### src/rtl/bcd_disp_mux.sv
// bcd_disp_mux
//   Time-multiplexed seven-segment driver for packed BCD digits. It scans
//   N_DIG digits and shows each one for 2**REF_W clocks. The input is
//   snapshotted once per scan frame, so a value that changes mid-scan never
//   tears on the display. Leading zeros can be blanked. Each digit has its own
//   decimal point. A nibble that is not valid BCD is shown as a dash.
//
// Ports
//   clk        : system clock, rising edge
//   reset_n    : synchronous reset, active-low
//   bcd        : packed BCD, digit k = bcd[4k+3:4k], digit 0 is the rightmost
//   dp         : decimal point per digit, active-high
//   blank_en   : 1 = suppress leading zeros
//   an         : anode enables, active-low (one-hot-low, or all ones when blanked)
//   sseg       : {dp,g,f,e,d,c,b,a}, active-low
//   frame_tick : one-cycle pulse on the first output cycle of a new frame
module bcd_disp_mux #(
    parameter int unsigned N_DIG = 4,
    parameter int unsigned REF_W = 18
) (
    input  logic               clk,
    input  logic               reset_n,
    input  logic [4*N_DIG-1:0] bcd,
    input  logic [N_DIG-1:0]   dp,
    input  logic               blank_en,
    output logic [N_DIG-1:0]   an,
    output logic [7:0]         sseg,
    output logic               frame_tick
);

    localparam int unsigned IDX_W = (N_DIG > 1) ? $clog2(N_DIG) : 1;

    logic [REF_W-1:0]   cnt_q, cnt_d;
    logic [IDX_W-1:0]   idx_q, idx_d;
    logic [4*N_DIG-1:0] frm_bcd_q, frm_bcd_d;
    logic [N_DIG-1:0]   frm_dp_q, frm_dp_d;
    logic               frm_blank_q, frm_blank_d;
    logic               new_frame_q, new_frame_d;
    logic [N_DIG-1:0]   an_q, an_d;
    logic [7:0]         sseg_q, sseg_d;
    logic               tick_q, tick_d;

    logic               cnt_wrap;
    logic               last_dig;
    logic               snap;

    // Segment pattern {g..a}, active-low. Non-BCD nibbles show a dash.
    function automatic logic [6:0] seg_code(input logic [3:0] n);
        logic [6:0] s;
        case (n)
            4'd0:    s = 7'b1000000;
            4'd1:    s = 7'b1111001;
            4'd2:    s = 7'b0100100;
            4'd3:    s = 7'b0110000;
            4'd4:    s = 7'b0011001;
            4'd5:    s = 7'b0010010;
            4'd6:    s = 7'b0000010;
            4'd7:    s = 7'b1111000;
            4'd8:    s = 7'b0000000;
            4'd9:    s = 7'b0010000;
            default: s = 7'b0111111;
        endcase
        return s;
    endfunction

    // Prescaler, digit index and frame snapshot
    always_comb begin
        cnt_wrap    = (cnt_q == '1);
        last_dig    = (idx_q == IDX_W'(N_DIG - 1));
        snap        = cnt_wrap && last_dig;

        cnt_d       = cnt_q + REF_W'(1);
        idx_d       = idx_q;
        if (cnt_wrap) begin
            idx_d = last_dig ? '0 : idx_q + IDX_W'(1);
        end

        frm_bcd_d   = frm_bcd_q;
        frm_dp_d    = frm_dp_q;
        frm_blank_d = frm_blank_q;
        if (snap) begin
            frm_bcd_d   = bcd;
            frm_dp_d    = dp;
            frm_blank_d = blank_en;
        end

        // High in the one cycle where idx==0 first refers to the new frame.
        new_frame_d = snap;
    end

    // Output decode from the current index and the frozen frame
    logic [N_DIG-1:0] keep;
    logic             any_nz;
    logic [3:0]       cur_nib;
    logic             cur_dp;
    logic             cur_keep;

    always_comb begin
        // A digit is lit when it or any higher digit is nonzero. Digit 0 is
        // always lit, and every digit is lit when blanking is off.
        keep   = '0;
        any_nz = 1'b0;
        for (int unsigned i = 0; i < N_DIG; i++) begin
            int unsigned k;
            k       = N_DIG - 1 - i;
            any_nz  = any_nz | (frm_bcd_q[4*k +: 4] != 4'd0);
            keep[k] = any_nz || (k == 0) || !frm_blank_q;
        end

        cur_nib  = '0;
        cur_dp   = 1'b0;
        cur_keep = 1'b0;
        for (int unsigned k = 0; k < N_DIG; k++) begin
            if (idx_q == IDX_W'(k)) begin
                cur_nib  = frm_bcd_q[4*k +: 4];
                cur_dp   = frm_dp_q[k];
                cur_keep = keep[k];
            end
        end

        if (cur_keep) begin
            an_d   = ~(N_DIG'(1) << idx_q);
            sseg_d = {~cur_dp, seg_code(cur_nib)};
        end else begin
            an_d   = '1;
            sseg_d = '1;
        end
        tick_d = new_frame_q;
    end

    always_ff @(posedge clk) begin
        if (!reset_n) begin
            cnt_q       <= '0;
            idx_q       <= '0;
            frm_bcd_q   <= '0;
            frm_dp_q    <= '0;
            frm_blank_q <= 1'b0;
            new_frame_q <= 1'b0;
            an_q        <= '1;
            sseg_q      <= '1;
            tick_q      <= 1'b0;
        end else begin
            cnt_q       <= cnt_d;
            idx_q       <= idx_d;
            frm_bcd_q   <= frm_bcd_d;
            frm_dp_q    <= frm_dp_d;
            frm_blank_q <= frm_blank_d;
            new_frame_q <= new_frame_d;
            an_q        <= an_d;
            sseg_q      <= sseg_d;
            tick_q      <= tick_d;
        end
    end

    assign an         = an_q;
    assign sseg       = sseg_q;
    assign frame_tick = tick_q;

endmodule
### config.mk
export PLATFORM = sky130hd
export DESIGN_NAME = bcd_disp_mux
export DESIGN_NICKNAME = d
export VERILOG_FILES = /design/src/rtl/bcd_disp_mux.sv
export SDC_FILE = /design/constraint.sdc
export NUM_CORES = 1
export LEC_CHECK = 0
export CORE_ASPECT_RATIO = 0.9
export CORE_MARGIN = 2
export CORE_UTILIZATION = 50
export CTS_CLUSTER_SIZE = 24
export DETAILED_ROUTE_END_ITERATION = 8
export GPL_ROUTABILITY_DRIVEN = 0
export PLACE_DENSITY_LB_ADDON = 0.12
export SETUP_SLACK_MARGIN = 0.02
export SLEW_MARGIN = 20
export SYNTH_ARGS = -nofsm -noshare
export SYNTH_HDL_FRONTEND = slang
export SYNTH_SLANG_ARGS = --single-unit
### constraint.sdc
create_clock -name clk -period 4.65 [get_ports clk]
set_input_delay 0.93 -clock clk [delete_from_list [all_inputs] [get_ports clk]]
set_output_delay 0.93 -clock clk [all_outputs]
set_load 0.005 [all_outputs]
Word level (Yosys, flattened, before mapping)
Memories as Yosys holds them, arrays and structs flattened. A register that Yosys moved wholly into a read port is not among the register bits.
Cells that the tools add are included.
{"block": "word_totals", "regBits": 55, "latchBits": 0, "ram_bits": 0, "romBits": 112, "input_bits": 23, "out_inout_bits": 13, "word_cells": 45, "mem_count": 1}
{"block": "op_classes", "add_sub_neg": 2, "n_mul": 0, "n_div": 0, "order_cmp": 0, "n_eq_ne": 4, "shifts": 1, "mux": 13, "bitwise": 4, "reduce_logical": 11}
{"name": "(name not given)", "depth": 16, "width": 7, "read_ports": 1, "rd_ports_with_merged_regs": 1, "write_ports": 0, "line": "50", "rtl": "case (n)"}
{"operator": "$add 18x1->18 const B", "count": 1}
{"operator": "$eq 18x18->1 const B", "count": 1}
{"operator": "$mux 4", "count": 4}
{"operator": "$reduce_bool 4->1", "count": 3}
{"operator": "$mux 1", "count": 8}
{"operator": "$eq 2x2->1 const B", "count": 2}
{"operator": "$not 4->4", "count": 1}
{"operator": "$shl 1x2->4 const A", "count": 1}
{"operator": "$logic_or 1x1->1", "count": 3}
{"operator": "$add 2x1->2 const B", "count": 1}
{"operator": "$eq 2x1->1 const B", "count": 1}
{"operator": "$logic_not 1->1", "count": 2}
{"operator": "$logic_not 2->1", "count": 1}
{"operator": "$mux 2", "count": 1}
{"operator": "$or 1x1->1", "count": 2}
{"operator": "$reduce_and 2->1", "count": 1}
{"operator": "$logic_and 1x1->1", "count": 1}
{"operator": "$not 1->1", "count": 1}

Longest topological paths before layout
{"block": "depth", "word_depth": 9, "depth_mapped": 12, "ltp_nobuf": 11}

Worst setup path before layout
OpenSTA, ideal clock, no wires.
{"block": "synth_timing", "path_type": "reg2reg", "from": "reg idx_q[0]", "to": "reg sseg_q[5] (netlist: sseg[5])", "setup_time_ns": 0.130, "arrival_ns": 2.237, "t_required_ns": 4.520, "slack_ns": 2.283, "path_stages_with_launch": 13, "path_buffers": 1, "period_less_slack_ns": 2.367, "path_cell_list": "dfxtp_1 > inv_1 > ha_1 > buf_2 > a21oi_1 > o21ai_0 > a22oi_1 > inv_1 > ha_1 > a211o_1 > a21oi_1 > o311a_1 > o21ai_0"}
{"block": "synth_between", "elab_chain_cells": 7, "elab_cells_between_ends": 14, "cone_classes": "3 x eq/ne; 8 x mux; 3 x reduce/logical"}
{"element": "start, declared", "line": "34", "rtl": "logic [IDX_W-1:0] idx_q, idx_d;"}
{"element": "start signal, assigned", "line": "144", "rtl": "idx_q <= idx_d;"}
{"element": "$logic_not 2->1", "line": "114", "rtl": "if (idx_q == IDX_W'(k)) begin"}
{"element": "$mux 1 (4 in series)", "line": "114"}
{"element": "$reduce_and 2->1 (no source line)"}
{"element": "$logic_not 1->1 (no source line)"}
{"element": "end, declared", "line": "40", "rtl": "logic [7:0] sseg_q, sseg_d;"}
Several ways; a longest one is shown, not always the timed one.
A chain may end at the register's enable or synchronous reset.

Final worst setup path
Ends and elaborated chain as after synthesis.

==> flow_metrics.env <==
export IMPL_p_comb_frac=0.052
export IMPL_cts_hold_buf=0
export IMPL_grt_pass1_vias=1787
export IMPL_cp_top_family="compound AO/OA/AOI/OAI gates"
export IMPL_pre_cts_ws_ns=1.72
export IMPL_busiest_layer="met1"
export IMPL_synth_top_area_cell="dfxtp_1"
export IMPL_synth_edf_count=0
export IMPL_synth_flop_cell="dfxtp_1"
export IMPL_core_area_mm2=0.00516
export IMPL_cap_violations=0
export IMPL_fp_row_count=25
export IMPL_cts_max_path_buffers=2
export IMPL_sequentialPowerShare=0.604
export IMPL_ios=36
export IMPL_syn_nets=319
export IMPL_synth_top_area_frac=0.417
export IMPL_netlist_top_cells_count="nand2_1 (60), dfxtp_1 (55), a21boi_2 (19), and2_1 (17), ha_1 (11)"
export IMPL_p_sw_frac=0.208
export IMPL_start_util=0.511
export IMPL_synth_avg_cell_area_um2=9.26
export IMPL_fmax_ghz=0.353
export IMPL_synth_top_family_by_area="simple AND/OR/NAND/NOR gates"
export IMPL_cts_sinks=55
export IMPL_fin_crit_ns=2.83
export IMPL_synth_cells=285
export IMPL_async_reset_ff_frac=0
export IMPL_numCtsBuffers=5
export IMPL_wl_um=4860
export IMPL_power_leakage_nw=1.17
export IMPL_setup_viol=0
export IMPL_seq_area_frac_synth=0.417
export IMPL_drt_iter0_markers=117
export IMPL_worst_setup_path_end_kind="flop"
export IMPL_synth_xor_xnor_area_share=0.0498
export IMPL_dieArea_mm2=0.00588
export IMPL_crit_type="flop to flop"
export IMPL_antenna_found_initial=0
export IMPL_synth_compound_gate_area_share=0.188
export IMPL_timing_critical_path_fanout_max=16
export IMPL_hold_path_class="flop to flop"
export IMPL_die_y_um=72.9
export IMPL_worst_slack_ns=1.82
export IMPL_track_usage=0.184
export IMPL_crit_slowest_cell="dfxtp_1"
export IMPL_grt_pass1_wl_um=8510
export IMPL_synth_simple_area_share=0.256
export IMPL_insertion_delay_ns=0.30
export IMPL_path_buf_inv=2
export IMPL_cts_root_buf="clkbuf_8"
export IMPL_synth_area_top_cells="dfxtp_1 (42%), nand2_1 (8.5%), a21boi_2 (8.1%), ha_1 (5.2%), and2_1 (4.0%)"
export IMPL_status="finished, final reports clean"
export IMPL_yosysWarningCount=0
export IMPL_postCtsResizedCells=0
export IMPL_route_detailed_drc=0
export IMPL_post_drt_wl_per_cell_um=12.7
export IMPL_gr_total_overflow=0
export IMPL_use_met3=0.0371
export IMPL_antenna_cells=0
export IMPL_p_clk_frac=0.344
export IMPL_slew_viol_final=0
export IMPL_syn_to_final_growth_pct=17.8
export IMPL_synth_area_mm2=0.00264
export IMPL_drtAntennaViolNets=0
export IMPL_dr_total_vias=1975
export IMPL_startpoint_type="flop"
export IMPL_whs_ns=0.457
export IMPL_h_tree_depth=2
export IMPL_synthDistinctLibCells=48
export IMPL_first_pass_iters=4
export IMPL_p_sw_uw=165
export IMPL_nets=349
export IMPL_synth_mux_area_frac=0
export IMPL_power_density_mw_per_mm2=255
export IMPL_crit_arrival_ns=2.96
export IMPL_clk_pin_slew_ns=0.10
export IMPL_yosys_area_share_adder=0.0522
export IMPL_viasPerCell=5.16
export IMPL_required_ns=4.78
export IMPL_drive_gt1_frac=0.130
export IMPL_numPortBuffers=35
export IMPL_met2_usage=0.261
export IMPL_max_slew_margin=0.426
export IMPL_worst_pin_slew_ns=0.858
export IMPL_hold_violations=0
export IMPL_fin_crit_sh=0.609
export IMPL_fin_worst_skew_ns=0.00529
export IMPL_post_cts_repair_setup_buffers=0
export IMPL_fillers=473
export IMPL_fin_tns_setup_ns=0
export IMPL_total_power_uw=792
export IMPL_cts_tree="done"
export IMPL_internal_power_uw=627
export IMPL_synth_seq_cells=55
export IMPL_die_width_um=80.6
export IMPL_path_cells="inv_1 > ha_1 > a21oi_1 > o21ai_0 > a22oi_1 > inv_1 > ha_1 > a211o_1 > a21oi_1 > o311a_1 > o21ai_0"
export IMPL_use_met1=0.281
export IMPL_detailed_place_hpwl_um=3420
export IMPL_synth_most_common_cell="nand2_1"
export IMPL_multi_input_area_mm2=0.00144
export IMPL_crit_path_max_incr_delay_ns=0.40
export IMPL_ir_worst_vdd_v=0.000166
export IMPL_seq_area_mm2=0.00110
export IMPL_grt_max_degree=45
export IMPL_rsz0062_at_grt="false"
==> power by group through the flow <==
stage	sequential [mW]	combinational, mW	clock [mW]
2_1_floorplan	0.490	0.0129	0
3_3_place_gp	0.490	0.0410	0
3_5_place_dp	0.490	0.0413	0
4_1_cts	0.479	0.0415	0.281
5_1_grt	0.479	0.0450	0.301
6_report	0.479	0.0408	0.272
==> area by class of cell <==
cell class                 instances  share of cell area
clock buffer                       6              0.0266
clock inverter                     2             0.00523
inverter                           7             0.00845
multi-input combinational        210               0.464
sequential                        55               0.354
tap                               67              0.0270
timing repair buffer              36               0.115
==> metrics by stage <==
step                      utilization  std cells  area, um^2
after floorplan                     -        285        2640
after global placement          0.583        375        3010
after detailed placement        0.583        375        3010
after CTS                       0.602        383        3110
after global routing            0.602        383        3110
final                           0.602        383        3110
==> state kept, by name, indices dropped and copies added (netlist names) <==
| name | count |
|---|---|
| cnt_q | 18 |
| sseg | 8 |
| frm_blank_q | 1 |
| idx_q | 2 |
| an | 4 |
| frm_bcd_q | 16 |
| new_frame_q | 1 |
| frm_dp_q | 4 |
| frame_tick | 1 |
==> cells in the final DEF, fill, tap and decap left out, types with 2 or more instances in the layout <==
cell,n
a211oi_1,2
and3_1,3
nor4_1,3
inv_1,7
a31oi_1,2
nand3_1,6
a211oi_2,2
nor2b_1,6
a21boi_0,4
nor3b_1,3
and2_1,17
o21ai_0,7
nor3_1,6
dfxtp_1,55
nand2_1,60
a21oi_1,10
nor2_1,4
xnor2_1,7
ha_1,11
or3_1,2
nand3b_1,4
clkbuf_8,6
clkdlybuf4s50_1,35
a21boi_2,19
xor2_1,8
a211o_1,3
==> worst paths after layout <==
check / start / end / slack [ns] / cells after the start
worst min register to register: new_frame_q / frame_tick / 0.46 / 1
worst min-delay path: new_frame_q / frame_tick / 0.46 / 1
worst max register to register: idx_q[0] / sseg[5] / 1.82 / 11
worst max-delay path: idx_q[0] / sseg[5] / 1.82 / 11
==> kinds of logic (layout without fill, tap and decap cells) <==
logic type / count (synthesis) / in the layout
AOI/OAI and AO/OA: 57 / 57
xor gates and xnor gates: 15 / 15
adders and majority gates: 11 / 11
buffers and inverters: 20 / 51
DFF: 55 / 55
and+or+nand+nor: 127 / 127
==> layer usage <==
layer	share of wire	vias up
met4	0.0095	0
met1	0.53	899
met5	0	-
met2	0.42	40
met3	0.039	4
li1	-	1032
Note: power is estimated with default switching activity, not from simulation.
